==> src/rtl/multdiv_sequencer_pkg.sv <==
// ============================================================
// multdiv_sequencer_pkg: decode constants, status codes and state encoding.
// Rev 1.0
// ============================================================
`default_nettype none

package multdiv_sequencer_pkg;

  localparam logic [4:0]  OPC_R      = 5'd0;
  localparam logic [4:0]  FUNC_MUL   = 5'd6;
  localparam logic [4:0]  FUNC_DIV   = 5'd7;
  localparam logic [4:0]  RSTATUS    = 5'd30;
  localparam logic [31:0] STATUS_MUL = 32'd4;
  localparam logic [31:0] STATUS_DIV = 32'd5;
  localparam int          CNT_W      = 6;

  typedef enum logic [1:0] {
    S_IDLE  = 2'd0,
    S_START = 2'd1,
    S_RUN   = 2'd2,
    S_DONE  = 2'd3
  } state_e;

  // Watchdog limits larger than the counter range clamp to its saturation value.
  function automatic logic [CNT_W-1:0] sat_limit(input int unsigned cycles);
    if (cycles > 32'd63) begin
      return 6'd63;
    end
    return cycles[CNT_W-1:0];
  endfunction

endpackage

`default_nettype wire

==> src/rtl/md_watchdog.sv <==
// ============================================================
// md_watchdog: saturating RUN-cycle counter with limit comparison.
// Rev 1.0
// ============================================================
`default_nettype none

module md_watchdog
  import multdiv_sequencer_pkg::*;
(
  input  logic             clock,
  input  logic             reset,
  input  logic             clear_i,
  input  logic             enable_i,
  input  logic [CNT_W-1:0] limit_i,
  output logic             expired_o
);

  logic [CNT_W-1:0] count_q;
  logic [CNT_W-1:0] count_d;

  always_comb begin
    count_d = count_q;
    if (clear_i) begin
      count_d = '0;
    end else if (enable_i && (count_q != {CNT_W{1'b1}})) begin
      count_d = count_q + 1'b1;
    end
  end

  always_ff @(posedge clock or posedge reset) begin
    if (reset) begin
      count_q <= '0;
    end else begin
      count_q <= count_d;
    end
  end

  // Expires on the cycle whose increment makes the count reach the limit.
  assign expired_o = enable_i &&
                     (({1'b0, count_q} + 7'd1) >= {1'b0, limit_i});

endmodule

`default_nettype wire

==> src/rtl/multdiv_sequencer.sv <==
// ============================================================
// multdiv_sequencer: issues mul/div start pulses, stalls the front end and
// writes back either the unit result or an exception code to $r30.  Rev 1.0
// ============================================================
`default_nettype none

module multdiv_sequencer
  import multdiv_sequencer_pkg::*;
#(
  parameter int unsigned MUL_CYCLES = 17,
  parameter int unsigned DIV_CYCLES = 33,
  parameter int unsigned SLACK      = 4
)(
  input  logic        clock,
  input  logic        reset,
  input  logic        issue_valid,
  input  logic [4:0]  opCode,
  input  logic [4:0]  funcode,
  input  logic [4:0]  rd,
  input  logic        unit_rdy,
  input  logic        unit_exception,
  input  logic        flush,
  output logic        ctrl_mult,
  output logic        ctrl_div,
  output logic        stall,
  output logic        busy,
  output logic        wb_en,
  output logic [4:0]  wb_reg,
  output logic        wb_status,
  output logic [31:0] wb_status_val
);

  localparam logic [CNT_W-1:0] MUL_LIMIT = sat_limit(MUL_CYCLES + SLACK);
  localparam logic [CNT_W-1:0] DIV_LIMIT = sat_limit(DIV_CYCLES + SLACK);

  state_e     state_q, state_d;
  logic [4:0] rd_q, rd_d;
  logic       op_q, op_d;   // 1 = divide
  logic       exc_q, exc_d;

  logic       hit;
  logic       wd_clear;
  logic       wd_en;
  logic       wd_expired;

  assign hit = issue_valid && (opCode == OPC_R) &&
               ((funcode == FUNC_MUL) || (funcode == FUNC_DIV));

  md_watchdog u_watchdog (
    .clock     (clock),
    .reset     (reset),
    .clear_i   (wd_clear),
    .enable_i  (wd_en),
    .limit_i   (op_q ? DIV_LIMIT : MUL_LIMIT),
    .expired_o (wd_expired)
  );

  always_comb begin
    state_d       = state_q;
    rd_d          = rd_q;
    op_d          = op_q;
    exc_d         = exc_q;
    ctrl_mult     = 1'b0;
    ctrl_div      = 1'b0;
    stall         = 1'b0;
    wb_en         = 1'b0;
    wb_reg        = 5'd0;
    wb_status     = 1'b0;
    wb_status_val = 32'd0;
    wd_clear      = 1'b0;
    wd_en         = 1'b0;

    case (state_q)
      S_IDLE: begin
        stall = hit;
        if (hit && !flush) begin
          state_d = S_START;
          rd_d    = rd;
          op_d    = (funcode == FUNC_DIV);
          exc_d   = 1'b0;
        end
      end
      S_START: begin
        stall    = 1'b1;
        wd_clear = 1'b1;
        state_d  = S_RUN;
        if (!flush) begin
          ctrl_mult = !op_q;
          ctrl_div  = op_q;
        end
      end
      S_RUN: begin
        stall = 1'b1;
        wd_en = 1'b1;
        // A ready unit wins over a watchdog expiry in the same cycle.
        if (unit_rdy) begin
          state_d = S_DONE;
          exc_d   = unit_exception;
        end else if (wd_expired) begin
          state_d = S_DONE;
          exc_d   = 1'b1;
        end
      end
      S_DONE: begin
        state_d = S_IDLE;
        if (!flush) begin
          if (exc_q) begin
            wb_en         = 1'b1;
            wb_reg        = RSTATUS;
            wb_status     = 1'b1;
            wb_status_val = op_q ? STATUS_DIV : STATUS_MUL;
          end else begin
            wb_en  = (rd_q != 5'd0);
            wb_reg = rd_q;
          end
        end
      end
      default: state_d = S_IDLE;
    endcase

    if (flush) begin
      state_d = S_IDLE;
    end
  end

  always_ff @(posedge clock or posedge reset) begin
    if (reset) begin
      state_q <= S_IDLE;
      rd_q    <= 5'd0;
      op_q    <= 1'b0;
      exc_q   <= 1'b0;
    end else begin
      state_q <= state_d;
      rd_q    <= rd_d;
      op_q    <= op_d;
      exc_q   <= exc_d;
    end
  end

  assign busy = (state_q != S_IDLE);

endmodule

`default_nettype wire

==> config.mk <==
export PLATFORM = sky130hd
export DESIGN_NAME = multdiv_sequencer
export DESIGN_NICKNAME = d
export VERILOG_FILES = /design/src/rtl/multdiv_sequencer_pkg.sv /design/src/rtl/md_watchdog.sv /design/src/rtl/multdiv_sequencer.sv
export SDC_FILE = /design/constraint.sdc
export NUM_CORES = 1
export LEC_CHECK = 0
export CAP_MARGIN = 20
export CORE_UTILIZATION = 40
export CTS_CLUSTER_DIAMETER = 100
export CTS_CLUSTER_SIZE = 12
export DETAILED_ROUTE_END_ITERATION = 6
export GPL_ROUTABILITY_DRIVEN = 0
export PLACE_DENSITY = 0.9
export REMOVE_ABC_BUFFERS = 1
export SYNTH_ARGS = -nofsm -noshare
export SYNTH_HDL_FRONTEND = slang
export SYNTH_SLANG_ARGS = --single-unit
==> constraint.sdc <==
create_clock -name clock -period 2.5 [get_ports clock]
set_input_delay 0.5 -clock clock [delete_from_list [all_inputs] [get_ports clock]]
set_output_delay 0.5 -clock clock [all_outputs]
set_load 0.03 [all_outputs]
==> results of run 1 <==
[worst max-delay path, cell delays in order, from the launching register on]
cell and delay [ps]:
dfrtp_1 420, inv_1 90, ha_1 190, nor3b_1 190, clkdlybuf4s50_1 700
[cell type report]
type,count,share of cell area [%]
Clock buffer,3,1.45
Sequential cell,15,24.2
Tap cell,44,3.55
Clock inverter,1,0.323
Multi-Input combinational cell,112,46.9
Inverter,11,2.67
Timing Repair Buffer,35,20.8
[layer usage]
layer,wire [um],share of wire [%],up-vias,track usage (%)
met1,1020,45,458,18.5
met4,17,0.76,0,5.44
li1,-,-,488,-
met3,134,6.0,2,2.20
met2,1080,48,39,23.3
met5,0,0,-,0
[state kept, by name, indices dropped and copies added (netlist names)]
register	count
exc_q	1
rd_q	5
op_q	1
u_watchdog.count_q	6
state_q	2
[worst max path at each step]
| stage | end | from | slack [ps] |
|---|---|---|---|
| finish | ctrl_div | state_q[1] | 120 |
| global route | ctrl_div | state_q[1] | 2 |
| detailed placement | ctrl_mult | flush | 120 |
| CTS | ctrl_mult | state_q[1] | 80 |
| global placement | stall | opCode[4] | 150 |
| floorplan | stall | opCode[4] | 420 |
[through the flow]
step / power (W) / std cells / util, % / instance area [um2] / hold WS (ps)
after floorplan: 0.000528 / 138 / - / 1140 / 401
after global placement: 0.000631 / 217 / 49.8 / 1520 / 475
after detailed placement: 0.000638 / 217 / 49.8 / 1520 / 476
after CTS: 0.000779 / 221 / 50.7 / 1550 / 500
after global routing: 0.000822 / 221 / 50.7 / 1550 / 540
final: 0.000769 / 221 / 50.7 / 1550 / 496
[timing repair]
| action | 4_1_cts | 5_1_grt |
|---|---|---|
| setup endpoints to repair | 0 | 1 |
| gates resized for setup | 0 | 1 |
| hold buffers | 0 | 0 |
[cells in the mapped netlist (2+ instances only)]
library cell,instances,share of area (%)
clkbuf_1,2,0.59
inv_1,11,3.2
nor2b_1,2,0.98
dfrtp_1,15,29
nand2_1,3,0.88
buf_4,31,18
nand2b_1,3,1.5
o21a_1,2,1.2
nand3_1,4,1.6
nor3b_1,4,2.3
o21ai_0,3,1.2
a21oi_1,3,1.2
and3_1,2,0.98
xnor2_1,4,2.7
a211oi_1,2,1.2
nor3_1,2,0.78
mux2_1,5,4.4
nor2_1,16,4.7
mux2i_1,3,2.3
ha_1,8,7.8
[where the power goes]
group / internal (W) / total [W] / switching [W]
clock network: 0.0000595 / 0.000139 / 0.0000794
registers: 0.000265 / 0.000288 / 0.0000233
logic: 0.000136 / 0.000342 / 0.000206
[logic make-up after synthesis]
| family | Yosys count | share of synthesized area, % |
|---|---|---|
| buffers and inverters | 45 | 22.4 |
| and+or+nand+nor | 44 | 19.2 |
| AOI/OAI and AO/OA | 17 | 10.9 |
| DFF | 15 | 29.3 |
| adders and majority gates | 8 | 7.82 |
| muxes | 8 | 6.74 |
| xor gates and xnor gates | 5 | 3.42 |
| other | 1 | 0.293 |
==> impl_metrics.tcl, run 1 <==
set metrics [dict create \
    path_clk_slew_ps 90 \
    post_cts_buffers 0 \
    antenna_found_initial 0 \
    worstHoldPathCells 1 \
    drt_pass1_iterations 4 \
    slew_headroom_pct 61.6 \
    drive_gt1_share_pct 11.9 \
    ys_ff_latch 15 \
    diodes 0 \
    reg2reg_depth 8 \
    path_max_fanout 4 \
    min_period_ps 2380 \
    die_height_um 58.6 \
    setup_tns_ps 0 \
    grt-ovfl-total 0 \
    clkSinkCount 15 \
    regArea_um2 375 \
    netlist_area_um2 1280 \
    power_leakage_nw 0.760 \
    grt_max_degree 16 \
    drv_slew 0 \
    r2r_end "state_q[1]" \
    io_pins 64 \
    ys_warn_count 0 \
    cts_buffers 3 \
    ys_async_sr_fraction_pct 100 \
    finalClockSkew_ps 2.91 \
    wl_um 2250 \
    drt_iter0_markers 13 \
    rows 20 \
    holdPathEnd "rd_q[3]" \
    cts-root-buf "clkbuf_4" \
    htreeDepth 1 \
    fillerInstances 291 \
    io_buffers 33 \
    cp-end-kind "output port" \
    most-common-layout-cells "conb_1, clkdlybuf4s50_1, nor2_1" \
    cap_violations 0 \
    insertion_delay_ps 280 \
    ys_types 38 \
    cp.required_ps 2000 \
    peakVddDrop_uv 268 \
    r2r_slack_ps 200 \
    fmax_ghz 0.421 \
    final_common_cell "conb_1" \
    pwr_density_cell_nw_per_um2 496 \
    worst_slack_ps 122 \
    synthCells 143 \
    wl_per_cell_um 10.2 \
    grt_usage_pct 14.1 \
    die_x_um 58.6 \
    post-place-ws_ps 124 \
    place_hpwl_um 1860 \
    die-area_um2 3430 \
    fin_crit_sh_pct 95.1 \
    ys.flop_type "dfrtp_1" \
    multi_input_area_um2 727 \
    core_area_um2 3050 \
    final-hold-violation-count 0 \
    status "finished clean" \
    avgSynthCellArea_um2 8.95 \
    rsz0062_at_grt "false" \
    layout.nets 207 \
    grt_pass1_vias 877 \
    grt_first_pass_wirelength_um 3730 \
    critPathKind "reg2out" \
    arrival_ps 1880 \
    synth_edf_count 0 \
    vias 987 \
    critPathLaunchType "register" \
    holdCritStartpoint "rd_q[3]" \
    tightest_slew_ps 575 \
    hp-class "reg2reg" \
    area_growth_pct 21.0 \
    r2r_start "u_watchdog.count_q[4]" \
    ys_seq_area_share_pct 29.3 \
    drc 0 \
    detail-route-antenna-nets 0 \
    setup_viol 0 \
    start_util_pct 41.9 \
    vias_per_cell 4.47 \
    cts_tree "yes" \
    cts_buffer_depth 2 \
]
(Power assumes the default switching activity.)
==> run 2: changes to the inputs <==
--- a/config.mk
+++ b/config.mk
@@ -6,6 +6,7 @@
 export NUM_CORES = 1
 export LEC_CHECK = 0
 export CAP_MARGIN = 20
+export CORE_ASPECT_RATIO = 1.2
 export CORE_UTILIZATION = 40
 export CTS_CLUSTER_DIAMETER = 100
 export CTS_CLUSTER_SIZE = 12
==> run 2 against run 1 <==
- critical path depth up 2
- maximum frequency down 0.32%
- first-iteration DRC count grew 69%
==> impl_metrics.tcl, run 2 (synthesized netlist as in run 1, its figures left out) <==
set metrics [dict create \
    drive_gt1_share_pct 12.9 \
    setup_tns_ps 0 \
    use_met1_pct 20.1 \
    p_sw_w 0.000320 \
    top_regs "u_watchdog.count_q: 6 flops, rd_q: 5 flops, state_q: 2 flops" \
    drc 0 \
    cap_violations 0 \
    fmax_ghz 0.419 \
    critPathKind "in2out" \
    drt_pass1_iterations 4 \
    die_x_um 53.6 \
    setup_viol 0 \
    die_height_um 64.0 \
    diodes 0 \
    cts_buffers 3 \
    drt_iter0_markers 22 \
    wl_per_cell_um 11.5 \
    swShare_pct 41.0 \
    final-hold-violation-count 0 \
    critPathLaunchType "input pin" \
    hold_ws_ps 504 \
    die-area_um2 3430 \
    rsz0062_at_grt "false" \
    placedCellCount 210 \
    power_frac_seq_pct 37.0 \
    vias 1013 \
    final-instance-count-excl-fill 214 \
    insertion_delay_ps 290 \
    status "finished clean" \
    start_util_pct 41.9 \
    internal-power_w 0.000461 \
    detail-route-antenna-nets 0 \
    path_max_fanout 2 \
    total_power_w 0.000782 \
    tightest_slew_ps 578 \
    grt-ovfl-total 0 \
    critPathMaxStageDelay_ps 420 \
    p_clk_share_pct 18.5 \
    power_leakage_nw 0.747 \
    grt_busiest_layer "met2" \
    cpLargestDelayFamily "simple AND/OR/NAND/NOR gates" \
    io_pins 64 \
    slowest_stage "clkdlybuf4s50_1" \
    grt_max_degree 16 \
    cts_buffer_depth 2 \
    cp_num_buf_inv 2 \
    hold_buffers 0 \
    finalClockSkew_ps 2.95 \
    top_register "u_watchdog.count_q" \
    largest_reg_flops 6 \
    fin_crit_sh_pct 95.4 \
    post_cts_buffers 0 \
    grt_first_pass_wirelength_um 3980 \
    layout.nets 208 \
    grt_pass1_vias 914 \
    cp-end-kind "output port" \
    most-common-layout-cells "conb_1, clkdlybuf4s50_1, nor2_1" \
    cts_tree "yes" \
    path_clk_slew_ps 90 \
    cp.required_ps 2000 \
    io_buffers 33 \
    place_hpwl_um 1950 \
    clkSinkCount 15 \
    peakVddDrop_uv 326 \
    grt.met3_usage_pct 2.14 \
    wl_um 2450 \
    pwr_density_cell_nw_per_um2 504 \
    grt_usage_pct 16.1 \
    path_cells "clkdlybuf4s50_1 -> nor4b_2 -> and3_1 -> nand2_1 -> a21oi_1 -> buf_4" \
    area_growth_pct 21.1 \
    p_comb_share_pct 44.5 \
    hp-class "reg2reg" \
    use_met2_pct 25.9 \
    ctsResizeCount 0 \
    slew_headroom_pct 61.4 \
    min_period_ps 2390 \
    cts-root-buf "clkbuf_4" \
    core_area_um2 3060 \
    arrival_ps 1890 \
    final_common_cell "conb_1" \
    rows 22 \
    antenna_found_initial 0 \
    vias_per_cell 4.73 \
    drv_slew 0 \
    htreeDepth 1 \
]
-- run 2: changes by cell type in the layout (fill, tap and decap cells not counted), sizes merged --
cell	before	now
dlymetal6s2s	1	0
clkdlybuf4s50	22	23
buf	12	13
-- run 2: worst reg2reg max path: stages, from the launching register on --
cell and delay, ps:
dfrtp_1 430, and3_1 180, nand3_1 90, xnor2_1 220
ha_1 310, a211oi_1 300, o31ai_2 140, o32a_1 350
o21a_1 170
-- run 2: worst paths after layout --
| kind | startpoint | endpoint | slack (ps) | depth (start not counted) |
|---|---|---|---|---|
| min reg2reg | rd_q[3] | rd_q[3] | 500 | 1 |
| min in group asynchronous | reset | u_watchdog.count_q[5] | 560 | 2 |
| min | rd_q[3] | rd_q[3] | 500 | 1 |
| max reg2reg | u_watchdog.count_q[4] | exc_q | 210 | 8 |
| max | opCode[4] | stall | 110 | 6 |
| max in group asynchronous | reset | u_watchdog.count_q[3] | 1560 | 2 |
-- run 2: metal layers --
layer  vias up  part of all wire [%]
li1        489                     -
met1       470                    42
met2        49                    50
met3         5                   5.0
met4         0                   2.4
met5         -                     0
-- run 2: area by class of cell --
| cell class | instances | area [um2] |
|---|---|---|
| fillers | 286 | 1510 |
| multi-input cells | 112 | 733 |
| flip-flops and latches | 15 | 375 |
| repair buffers | 36 | 328 |
| well taps | 36 | 45.0 |
| inverters | 11 | 41.3 |
| clock buffers | 3 | 22.5 |
| clock inverters | 1 | 5.00 |
-- run 2: per-stage QoR --
| stage | cell area [um2] | setup WS [ps] | utilization, % |
|---|---|---|---|
| 6_report | 1550 | 115 | 50.7 |
| 5_1_grt | 1550 | 21.2 | 50.7 |
| 4_1_cts | 1540 | 61.7 | 50.5 |
| 3_5_place_dp | 1520 | 76.2 | 49.6 |
| 3_3_place_gp | 1520 | 158 | 49.6 |
| 2_1_floorplan | 1140 | 422 | - |
-- run 2: power by group through the flow --
stage / logic, W / registers (W) / clock network [W]
after floorplan: 0.000241 / 0.000287 / 0
after global placement: 0.000339 / 0.000292 / 0
after detailed placement: 0.000346 / 0.000294 / 0
after CTS: 0.000348 / 0.000289 / 0.000149
after global routing: 0.000377 / 0.000295 / 0.000159
final: 0.000348 / 0.000289 / 0.000145
==> run 3: changes to the inputs <==
--- a/config.mk
+++ b/config.mk
@@ -5,14 +5,15 @@
 export SDC_FILE = /design/constraint.sdc
 export NUM_CORES = 1
 export LEC_CHECK = 0
+export ABC_AREA = 1
 export CAP_MARGIN = 20
 export CORE_ASPECT_RATIO = 1.2
-export CORE_UTILIZATION = 40
+export CORE_UTILIZATION = 41
 export CTS_CLUSTER_DIAMETER = 100
 export CTS_CLUSTER_SIZE = 12
 export DETAILED_ROUTE_END_ITERATION = 6
 export GPL_ROUTABILITY_DRIVEN = 0
-export PLACE_DENSITY = 0.9
+export PLACE_DENSITY = 0.91
 export REMOVE_ABC_BUFFERS = 1
 export SYNTH_ARGS = -nofsm -noshare
 export SYNTH_HDL_FRONTEND = slang
==> run 3 against run 2 <==
- synthesized cell count is 20% higher
- via count up 6.7%
- sequential share of layout area is 0.40 points lower
- critical path type unchanged
- largest cell class unchanged
- highest routed layer unchanged
==> impl_metrics.tcl, run 3 <==
set metrics [dict create \
    status "finished clean" \
    detail-route-antenna-nets 0 \
    fmax_ghz 0.423 \
    area_growth_pct 20.0 \
    core_area_um2 3060 \
    diodes 0 \
    die-area_um2 3440 \
    antenna_found_initial 0 \
    cts_buffers 3 \
    grt_pass1_vias 978 \
    fin_crit_sh_pct 94.7 \
    most-common-layout-cells "inv_1, conb_1, nand2_1, clkdlybuf4s50_1, dfrtp_1" \
    ys_seq_area_share_pct 28.6 \
    final-instance-count-excl-fill 242 \
    total_power_w 0.000536 \
    rows 22 \
    synthMostInstantiatedCell "buf_4" \
    cap_violations 0 \
    wl_um 2430 \
    use_met1_pct 18.2 \
    avgSynthCellArea_um2 7.68 \
    critPathLaunchType "input pin" \
    ys_warn_count 0 \
    setup_tns_ps 0 \
    cts_tree "yes" \
    cp.required_ps 2000 \
    pwr_density_cell_nw_per_um2 340 \
    synth_top_area_share_pct 28.6 \
    drive_gt1_share_pct 16.0 \
    die_x_um 53.7 \
    r2r_slack_ps 590 \
    die_height_um 64.0 \
    grt_first_pass_wirelength_um 4120 \
    fillerInstances 292 \
    r2r_end "exc_q" \
    tightest_slew_ps 564 \
    min_period_ps 2370 \
    slew_headroom_pct 62.3 \
    synthCells 171 \
    critPathMaxStageDelay_ps 490 \
    path_clk_slew_ps 90 \
    grt.met3_usage_pct 2.62 \
    drt_iter0_markers 28 \
    drv_slew 0 \
    final_cell_area_um2 1580 \
    cts-root-buf "clkbuf_4" \
    io_buffers 33 \
    placedCellCount 238 \
    synth_area_leaders "dfrtp_1, buf_4, inv_1" \
    ys_types 31 \
    htreeDepth 1 \
    rsz0062_at_grt "false" \
    start_util_pct 43.0 \
    cp-end-kind "output port" \
    finalClockSkew_ps 3.07 \
    arrival_ps 1870 \
    use_met2_pct 27.3 \
    top_regs "u_watchdog.count_q: 6 flops, rd_q: 5 flops, state_q: 2 flops" \
    place_hpwl_um 2030 \
    netlist_top_cells_count "buf_4, inv_1, nand2_1, dfrtp_1, nor2_1" \
    slowest_stage "clkdlybuf4s50_1" \
    worstHoldPathCells 1 \
    path_max_fanout 5 \
    critPathKind "in2out" \
    ys_ff_latch 15 \
    r2r_start "u_watchdog.count_q[0]" \
    top_register "u_watchdog.count_q" \
    drc 0 \
    largest_reg_flops 6 \
    wl_per_cell_um 10.0 \
    holdCritStartpoint "rd_q[4]" \
    reg2reg_depth 13 \
    grt_max_degree 16 \
    grt_busiest_layer "met2" \
    drt_pass1_iterations 4 \
    io_pins 64 \
    clkSinkCount 15 \
    power_leakage_nw 0.885 \
    grt-ovfl-total 0 \
    cts_buffer_depth 2 \
    insertion_delay_ps 290 \
    layout.nets 236 \
    grt_usage_pct 16.5 \
    peakVddDrop_uv 244 \
    hold_buffers 0 \
    holdPathEnd "rd_q[4]" \
    vias 1081 \
    setup_viol 0 \
    placed_area_um2 1540 \
    synth_edf_count 0 \
    synth_top_cell_by_area "dfrtp_1" \
    final-hold-violation-count 0 \
    ys.flop_type "dfrtp_1" \
    netlist_area_um2 1310 \
    vias_per_cell 4.47 \
    path_cells "clkdlybuf4s50_1 -> nor2_1 -> buf_4 -> inv_1 -> nor2_2 -> inv_1 -> nor2_1 -> buf_4" \
    hp-class "reg2reg" \
    ys_async_sr_fraction_pct 100 \
]
[run 3: metrics by stage]
step / hold slack, ps / worst slack (ps) / utilization, %
after floorplan: 401 / -192 / -
after global routing: 576 / 76.0 / 51.6
after global placement: 502 / 75.5 / 50.4
after CTS: 542 / 13.0 / 51.3
after detailed placement: 519 / 42.3 / 50.4
final: 540 / 134 / 51.6
[run 3: repair_timing]
| action | 4_1_cts | 5_1_grt |
|---|---|---|
| endpoints found under the setup margin | 0 | 4 |
| buffers inserted | 0 | 0 |
| gates resized for setup | 0 | 4 |
| hold endpoints to repair | 0 | 0 |
[run 3: kinds of logic (layout without fill, tap and decap cells)]
group | Yosys count | count (layout) | share of synthesized area [%]
other | 1 | 30 | 0.285
xor gates and xnor gates | 2 | 2 | 1.33
adders and majority gates | 8 | 8 | 7.62
buffers and inverters | 63 | 69 | 27.4
muxes | 2 | 2 | 2.29
AOI/OAI and AO/OA | 18 | 18 | 7.71
and+or+nand+nor | 62 | 62 | 24.8
DFF | 15 | 15 | 28.6
[run 3: layout make-up]
class                           instances  area [um2]  area share [%]
Tap cell                               36        45.0            2.86
Clock inverter                          1        5.00           0.317
Inverter                               31         116            7.38
Sequential cell                        15         375            23.8
Clock buffer                            3        22.5            1.43
Multi-Input combinational cell        122         689            43.7
Timing Repair Buffer                   34         323            20.5
[run 3: power by group]
part	leakage, nW	switching [W]	internal, W
logic	0.673	0.000100	0.0000445
registers	0.194	0.00000410	0.000246
clock network	0.0177	0.0000808	0.0000595
total	0.885	0.000185	0.000350
[run 3: critical path: cells and delay by family]
family        cells  cell delay (ps)
simple gates      3              420
buf+inv           5              950
[run 3: routing by layer]
metal / vias up / wire [um]
li1: 544 / -
met1: 487 / 906
met2: 44 / 1320
met3: 6 / 99
met4: 0 / 97
met5: - / 0
[run 3: how the worst max path moves through the flow]
stage,startpoint,endpoint,slack [ps],depth (start not counted)
global route,flush,wb_status_val[0],80,8
floorplan,state_q[0],wb_status_val[0],-190,7
finish,flush,wb_status_val[0],130,8
detailed placement,flush,wb_en,40,5
CTS,state_q[1],ctrl_div,10,5
global placement,flush,wb_en,80,5
